`config.mk`:
```
export PLATFORM = sky130hd
export DESIGN_NAME = video_frame_capture
export DESIGN_NICKNAME = d
export VERILOG_FILES = /design/src/rtl/video_frame_capture.sv
export SDC_FILE = /design/constraint.sdc
export NUM_CORES = 1
export LEC_CHECK = 0
export ABC_AREA = 1
export BUFFER_PORTS_ARGS = -buffer_cell sky130_fd_sc_hd__buf_4
export CELL_PAD_IN_SITES_DETAIL_PLACEMENT = 0
export CELL_PAD_IN_SITES_GLOBAL_PLACEMENT = 2
export CORE_MARGIN = 4
export CORE_UTILIZATION = 34
export DETAILED_ROUTE_END_ITERATION = 6
export GPL_TIMING_DRIVEN = 0
export PLACE_DENSITY_LB_ADDON = 0.1
export SYNTH_ARGS = -nofsm -noshare
export SYNTH_HDL_FRONTEND = slang
export SYNTH_SLANG_ARGS = --single-unit
```
`constraint.sdc`:
```
create_clock -name clk -period 2.4 [get_ports clk]
set_input_delay 0.48 -clock clk [delete_from_list [all_inputs] [get_ports clk]]
set_output_delay 0.48 -clock clk [all_outputs]
set_load 0.02 [all_outputs]
```
`src/rtl/video_frame_capture.sv`:
```
// Sink-side frame grabber: recovers x/y from DE/VSYNC and writes one frame.
// Build option: CAPTURE_CONT_EN keeps capturing every frame after one arm.
module video_frame_capture #(
  parameter int DATA_W   = 8,
  parameter int H_ACTIVE = 1280,
  parameter int V_ACTIVE = 720,
  parameter int ADDR_W   = 20
) (
  input  logic              clk,
  input  logic              nrst,
  input  logic [DATA_W-1:0] in_data,
  input  logic              hsync,
  input  logic              vsync,
  input  logic              de,
  input  logic              arm,
  output logic              busy,
  output logic              wr_en,
  output logic [ADDR_W-1:0] wr_addr,
  output logic [DATA_W-1:0] wr_data,
  output logic [11:0]       x,
  output logic [11:0]       y,
  output logic              frame_done,
  output logic [11:0]       frame_cnt,
  output logic              err_hlen,
  output logic              err_vlen,
  output logic              err_ovf
);

  localparam int NPIX = H_ACTIVE * V_ACTIVE;
  localparam logic [ADDR_W-1:0] LAST = ADDR_W'(NPIX - 1);
  localparam logic [11:0] H_LEN = 12'(H_ACTIVE);
  localparam logic [11:0] V_LEN = 12'(V_ACTIVE);

  typedef enum logic [1:0] {
    IDLE,
    WAIT_FB,
    CAPTURE,
    DONE
  } state_t;

  state_t state;

  logic              vs_d;
  logic              de_d;
  logic              hs_d;
  logic [ADDR_W-1:0] addr_cnt;
  logic              full;
  logic [11:0]       run_cnt;
  logic [11:0]       line_cnt;

  logic              fb;
  logic              le;
  logic [11:0]       lines_at_fb;
  logic              unused_hs;

  assign fb = ~vsync & vs_d;
  assign le = ~de & de_d;

  // A line that ends on the very edge of the frame boundary still counts.
  assign lines_at_fb = line_cnt + {11'd0, le};

  assign unused_hs = hs_d;

  always_ff @(posedge clk or negedge nrst) begin
    if (!nrst) begin
      state      <= IDLE;
      vs_d       <= 1'b0;
      de_d       <= 1'b0;
      hs_d       <= 1'b0;
      addr_cnt   <= '0;
      full       <= 1'b0;
      run_cnt    <= '0;
      line_cnt   <= '0;
      busy       <= 1'b0;
      wr_en      <= 1'b0;
      wr_addr    <= '0;
      wr_data    <= '0;
      x          <= '0;
      y          <= '0;
      frame_done <= 1'b0;
      frame_cnt  <= '0;
      err_hlen   <= 1'b0;
      err_vlen   <= 1'b0;
      err_ovf    <= 1'b0;
    end else begin
      vs_d       <= vsync;
      de_d       <= de;
      hs_d       <= hsync;
      wr_en      <= 1'b0;
      frame_done <= 1'b0;

      unique case (state)
        IDLE: begin
          if (arm) begin
            state    <= WAIT_FB;
            busy     <= 1'b1;
            err_hlen <= 1'b0;
            err_vlen <= 1'b0;
            err_ovf  <= 1'b0;
          end
        end

        WAIT_FB: begin
          if (fb) begin
            state    <= CAPTURE;
            addr_cnt <= '0;
            full     <= 1'b0;
            run_cnt  <= '0;
            line_cnt <= '0;
            wr_addr  <= '0;
          end
        end

        CAPTURE: begin
          if (fb) begin
            if (le && run_cnt != H_LEN) err_hlen <= 1'b1;
            if (lines_at_fb != V_LEN) err_vlen <= 1'b1;
            frame_done <= 1'b1;
            frame_cnt  <= frame_cnt + 12'd1;
            state      <= DONE;
`ifndef CAPTURE_CONT_EN
            busy       <= 1'b0;
`endif
          end else begin
            if (de) begin
              run_cnt <= run_cnt + 12'd1;
              if (full) begin
                err_ovf <= 1'b1;
              end else begin
                wr_en    <= 1'b1;
                wr_addr  <= addr_cnt;
                wr_data  <= in_data;
                x        <= run_cnt;
                y        <= line_cnt;
                addr_cnt <= addr_cnt + 1'b1;
                if (addr_cnt == LAST) full <= 1'b1;
              end
            end
            if (le) begin
              if (run_cnt != H_LEN) err_hlen <= 1'b1;
              line_cnt <= line_cnt + 12'd1;
              run_cnt  <= '0;
            end
          end
        end

        DONE: begin
`ifdef CAPTURE_CONT_EN
          state    <= CAPTURE;
          addr_cnt <= '0;
          full     <= 1'b0;
          run_cnt  <= '0;
          line_cnt <= '0;
          wr_addr  <= '0;
`else
          state    <= IDLE;
`endif
        end

        default: state <= IDLE;
      endcase
    end
  end

endmodule

```
## Word level (Yosys, flattened, before mapping)

Cells that the tools add are included.

- Bits in latches: 0
- Input bits: 14
- Register bits after elaboration: 119
- ROM bits: 0
- Logic and storage cells: 111
- Memories: 0
- RAM bits: 0
- Output and inout port bits: 70

- $mul: 0
- Shifts and indexed selects: 0
- Equal/unequal tests: 19
- Div/mod/pow operators: 0
- Add/subtract/negate cells: 5
- Muxes and demuxes: 48
- Bitwise gates (word level): 6
- $lt $le $gt $ge: 0
- Reduce and logical (&&, ||, !) cells: 15

Operator list:

| cell | number |
|---|---|
| $mux 20 | 7 |
| $pmux 20 s2 | 2 |
| $mux 12 | 6 |
| $pmux 12 s2 | 2 |
| $add 12x1->12 const B | 3 |
| $mux 1 | 22 |
| $add 20x1->20 const B | 1 |
| $eq 20x20->1 const B | 1 |
| $reduce_and 4->1 | 5 |
| $ne 2x2->1 const B | 9 |
| $reduce_and 5->1 | 3 |
| $add 12x1->12 | 1 |
| $ne 12x10->1 const B | 1 |
| $ne 12x11->1 const B | 1 |
| $ne 3x3->1 const B | 4 |
| $pmux 1 s2 | 5 |
| $pmux 2 s4 | 1 |
| $mux 2 | 3 |
| $reduce_and 3->1 | 2 |
| $eq 2x2->1 const B | 2 |
| $not 1->1 | 4 |
| $reduce_bool 2->1 | 2 |
| $and 1x1->1 | 2 |
| $eq 2x1->1 const B | 1 |
| other kinds (3) | 3 |

## Longest topological paths before layout

- Depth in word-level cells: 7
- Mapped depth: 14
- Depth with buffers taken out: 14

## Least setup slack after synthesis

Ideal clock, no wire load.

- Kind: input to register
- Start point: input port de
- End point: register err_vlen
- Data required time: 2280 ps
- Arrival: 1641 ps
- Stages: 12
- Setup time: 120 ps
- Setup slack: 639 ps
- Path buffers: 0
- Cell sequence: nor2_1 -> ha_1 -> ha_1 -> inv_1 -> nor2_1 -> nand4_1 -> nand2_1 -> nand2_1 -> nor2_1 -> nand2_1 -> nand2_1 -> a21oi_1

- Word-level cells in the longest chain between the ends: 6

RTL lines:

| what | RTL line | RTL |
|---|---|---|
| start, declared | 14 | `input logic de,` |
| $not 1->1 | 57 | `assign le = ~de & de_d;` |
| $and 1x1->1 | 57 |  |
| $add 12x1->12 | 60 | `assign lines_at_fb = line_cnt + {11'd0, le};` |
| $ne 12x10->1 | 117 | `if (lines_at_fb != V_LEN) err_vlen <= 1'b1;` |
| $ne 2x2->1 (no source line) | - |  |
| $reduce_and 4->1 (no source line) | - |  |
| end signal, assigned | 83 | `err_vlen <= 1'b0;` |
| end signal, assigned | 98 | `err_vlen <= 1'b0;` |
| end signal, assigned | 117 |  |
| end, declared | 25 | `output logic err_vlen,` |

No other way between the ends.
A chain may end at the register's enable or synchronous reset.

## Final worst setup path

- Start point: register state[0]
- End point: register line_cnt[6]

- Word-level cells in the longest chain between the ends: 3
- Elaborated cells on any way between the ends: 8
- Those cells by class: eq/ne (5); mux (1); reduce/logical (2)

RTL lines:

| what | RTL line | RTL |
|---|---|---|
| start, declared | 41 | `state_t state;` |
| start signal, assigned | 66 | `state <= IDLE;` |
| start signal, assigned | 95 | `state <= WAIT_FB;` |
| start signal, assigned | 105 | `state <= CAPTURE;` |
| $eq 2x2->1 or $eq 2x1->1 (tied branches) | 92 | `unique case (state)` |
| $ne 2x2->1 (no source line) or $reduce_bool 2->1 (tied branches) | - |  |
| $reduce_and 4->1 (no source line) | - |  |
| end signal, assigned | 141 | `line_cnt <= line_cnt + 12'd1;` |
| end, declared | 49 | `logic [11:0] line_cnt;` |

Parallel ways exist; a longest one is shown, timed or not.

==> flow_summary_export.csv <==
group,metric,value,unit
power,switching_share,0.3664,
grt,grt_max_degree,80,
final_layout,fillCellCount,1687,
clocking,cts_tree,"built",
sta,setup_violations,0,
sta,finalHoldViolations,0,
grt,gr-total-overflow,0,
drt,drt_wl_total,14650,um
floorplan,core_area,16520,um2
synth,yosysSeqAreaShare,0.5231,
final_layout,drive_above_1_share,0.1895,
sta,rsz0062_at_grt,"false",
critical_path,crit_type,"reg2reg",
sta,min_period_over_period,0.9102,
power,p_per_area,1087,nW/um2
power,combPwrFrac,0.326,
place,hpwl,10810,um
place,place_inst,989,
clocking,ctsRootBufferMaster,"clkbuf_16",
synth,synth_edf_count,0,
status,outcome,"completed",
synth,syn_area,5693,um2
drt,first_pass_iters,4,
synth,synth.most_common_cell,"nand2_1",
sta,period_minus_slack,2.184,ns
clocking,clk_pin_slew_worst_paths,0.06,ns
floorplan,die_h,137.4,um
synth,netlist.area_leader.share,0.5231,
drt,ant_nets,0,
min_path,worstHoldPathType,"in2reg",
power,seqPwrFrac,0.327,
synth,yosysWarnings,0,
synth,synth_top_area_cell,"dfrtp_1",
synth,synth.avg_cell_area,8.299,um2
floorplan,io_pins,84,
grt,grt_pass1_vias,4644,
sta,slew_headroom,0.5781,
critical_path,end_kind,"flip-flop",
clocking,cts.sinks,119,
clocking,cts_setup_buffers,0,
place,port_buffers,82,
drt,wire_per_inst,14.34,um
synth,syn_inst,686,
floorplan,rows,47,
clocking,clockBufferDepth,2,
sta,fin_skew,0.009571,ns
synth,ys_async_sr_fraction,1.000,
synth,synthFlopType,"dfrtp_1",
grt,grt_usage,0.1626,
final_layout,stdcell_count,1022,
floorplan,chipWidth,137.4,um
job,drv_cap,0,
synth,synthDistinctLibCells,41,
floorplan,initial_core_util,0.3445,
drt,vias,4802,
power,switchingPower,2.894,mW
critical_path,start_kind,"flip-flop",
final_layout,fin_nets,813,
final_layout,antenna_cells,0,
sta,max_clock_freq,457.8,MHz
final_layout,areaGrowthSynthToFinish,27.60,%
power,ir_worst_vdd,0.5373,mV
power,leakagePower,3.447,nW
floorplan,die_area,18880,um2
critical_path,cp_max_fo,10,
place,gp_congestion,0.7818,
critical_path,critPathRequiredTime,2.70,ns
synth,yosys-top-cells-area,"dfrtp_1, nand2_1, o21ai_0",
drt,drtIter0Drc,227,
drt,via_per_inst,4.699,
synth,synth-seq-cells,119,
clocking,clk_latency,0.42,ns
power,power.share.clock,0.348,
final_layout,fin_util,0.4396,
clocking,h-tree-depth,4,
critical_path,cp_data_arrival_time,2.48,ns
power,p_int,5.004,mW
sta,drv_slew,0,
grt,grt_pass1_wl,23860,um
synth,synth_commonest_cells,"nand2_1, dfrtp_1, o21ai_0, inv_1, nor2_1",
drt,drc,0,
sta,tightest_slew,0.6328,ns
synth,syn_nets,710,
grt,antenna_found_initial,0,
clocking,cts_buffers,17,
critical path, cell delays in order, from the launching register on:
cell and delay, ns:
dfrtp_1 0.39, inv_1 0.09, ha_1 0.19, buf_4 0.22, nor2_2 0.06, clkinv_2 0.06
nand3_4 0.10, nor2_2 0.38, inv_2 0.21, buf_6 0.20, o21ai_0 0.08, a21oi_1 0.06
state kept, by name (all words and copies together), names as in the netlist, 2 cells and up:
| register | cells |
|---|---|
| addr_cnt | 20 |
| frame_cnt | 12 |
| line_cnt | 12 |
| run_cnt | 12 |
| state | 2 |
| wr_addr | 20 |
| wr_data | 8 |
| x | 12 |
| y | 12 |
cells in the final DEF, fill, tap and decap left out, types with 5 or more instances in the layout:
cell | synthesis | layout
nand2_1 | 170 | 170
dfrtp_1 | 119 | 119
buf_4 | 2 | 83
o21ai_0 | 78 | 78
inv_1 | 73 | 73
nor2_1 | 69 | 68
nand3_1 | 37 | 37
a21oi_1 | 24 | 24
nor3_1 | 17 | 17
clkbuf_16 | 0 | 17
xor2_1 | 15 | 15
nand4_1 | 13 | 13
ha_1 | 10 | 10
nor2_2 | 6 | 7
clkbuf_1 | 7 | 7
inv_2 | 5 | 5
buf_2 | 5 | 5
metrics by stage:
step / area [um2] / power (mW) / worst slack (ns) / hold slack [ns] / TNS (ns)
after global placement: 6584 / 5.207 / -0.05743 / 0.4541 / -0.3282
after floorplan: 5693 / 4.205 / 0.6386 / 0.1844 / 0
after detailed placement: 6615 / 5.243 / -0.1157 / 0.4260 / -0.8728
final: 7264 / 7.898 / 0.2156 / 0.1937 / 0
after CTS: 7264 / 8.040 / 0.1435 / 0.1771 / 0
after global routing: 7264 / 8.405 / 0.04726 / 0.1747 / 0
power by group through the flow:
stage | clock, mW | sequential [mW] | combinational (mW)
floorplan | 0 | 2.92 | 1.28
global placement | 0 | 2.60 | 2.60
detailed placement | 0 | 2.62 | 2.62
CTS | 2.82 | 2.59 | 2.64
global route | 2.92 | 2.62 | 2.86
finish | 2.75 | 2.58 | 2.57
layout make-up:
cell class | instances | area (um2) | area share
flip-flops and latches | 119 | 2978 | 0.4099
multi-input cells | 469 | 2316 | 0.3188
repair buffers | 84 | 656.9 | 0.09042
clock buffers | 18 | 439.2 | 0.06045
inverters | 80 | 304.0 | 0.04185
well taps | 220 | 275.3 | 0.03789
clock inverters | 14 | 197.7 | 0.02721
plain buffers | 18 | 97.59 | 0.01343
kinds of logic (layout without fill, tap and decap cells):
logic type | after synthesis | after routing | share of synthesized area
AOI/OAI and AO/OA | 115 | 115 | 0.1064
and+or+nand+nor | 327 | 327 | 0.2519
xor gates and xnor gates | 17 | 17 | 0.02616
DFF | 119 | 119 | 0.5231
adders and majority gates | 10 | 10 | 0.02198
buffers and inverters | 98 | 214 | 0.07055
final timing paths:
path	start	endpoint	slack, ns	depth (start not counted)
hold reg to reg	x[10]	x[10]	0.47	2
max in group asynchronous	nrst	y[10]	1.13	3
min in group asynchronous	nrst	wr_data[6]	0.54	2
setup / recovery	state[0]	line_cnt[6]	0.22	11
setup reg to reg	state[0]	line_cnt[6]	0.22	11
hold / removal	vsync	vs_d	0.19	1
layer usage:
layer / vias to the layer above / wire length [um] / track usage
met4: 0 / 151 / 0.05377
met3: 13 / 696 / 0.04456
li1: 2425 / - / -
met1: 2262 / 6898 / 0.2144
met2: 102 / 6904 / 0.2589
met5: - / 0 / 0
repair_timing:
action                                  4_1_cts  5_1_grt
hold buffers                                  1        0
endpoints found under the setup margin       10        0
gates resized for setup                       1        0
endpoints found under the hold margin        40        0
Power figures use the tool's default switching activity.
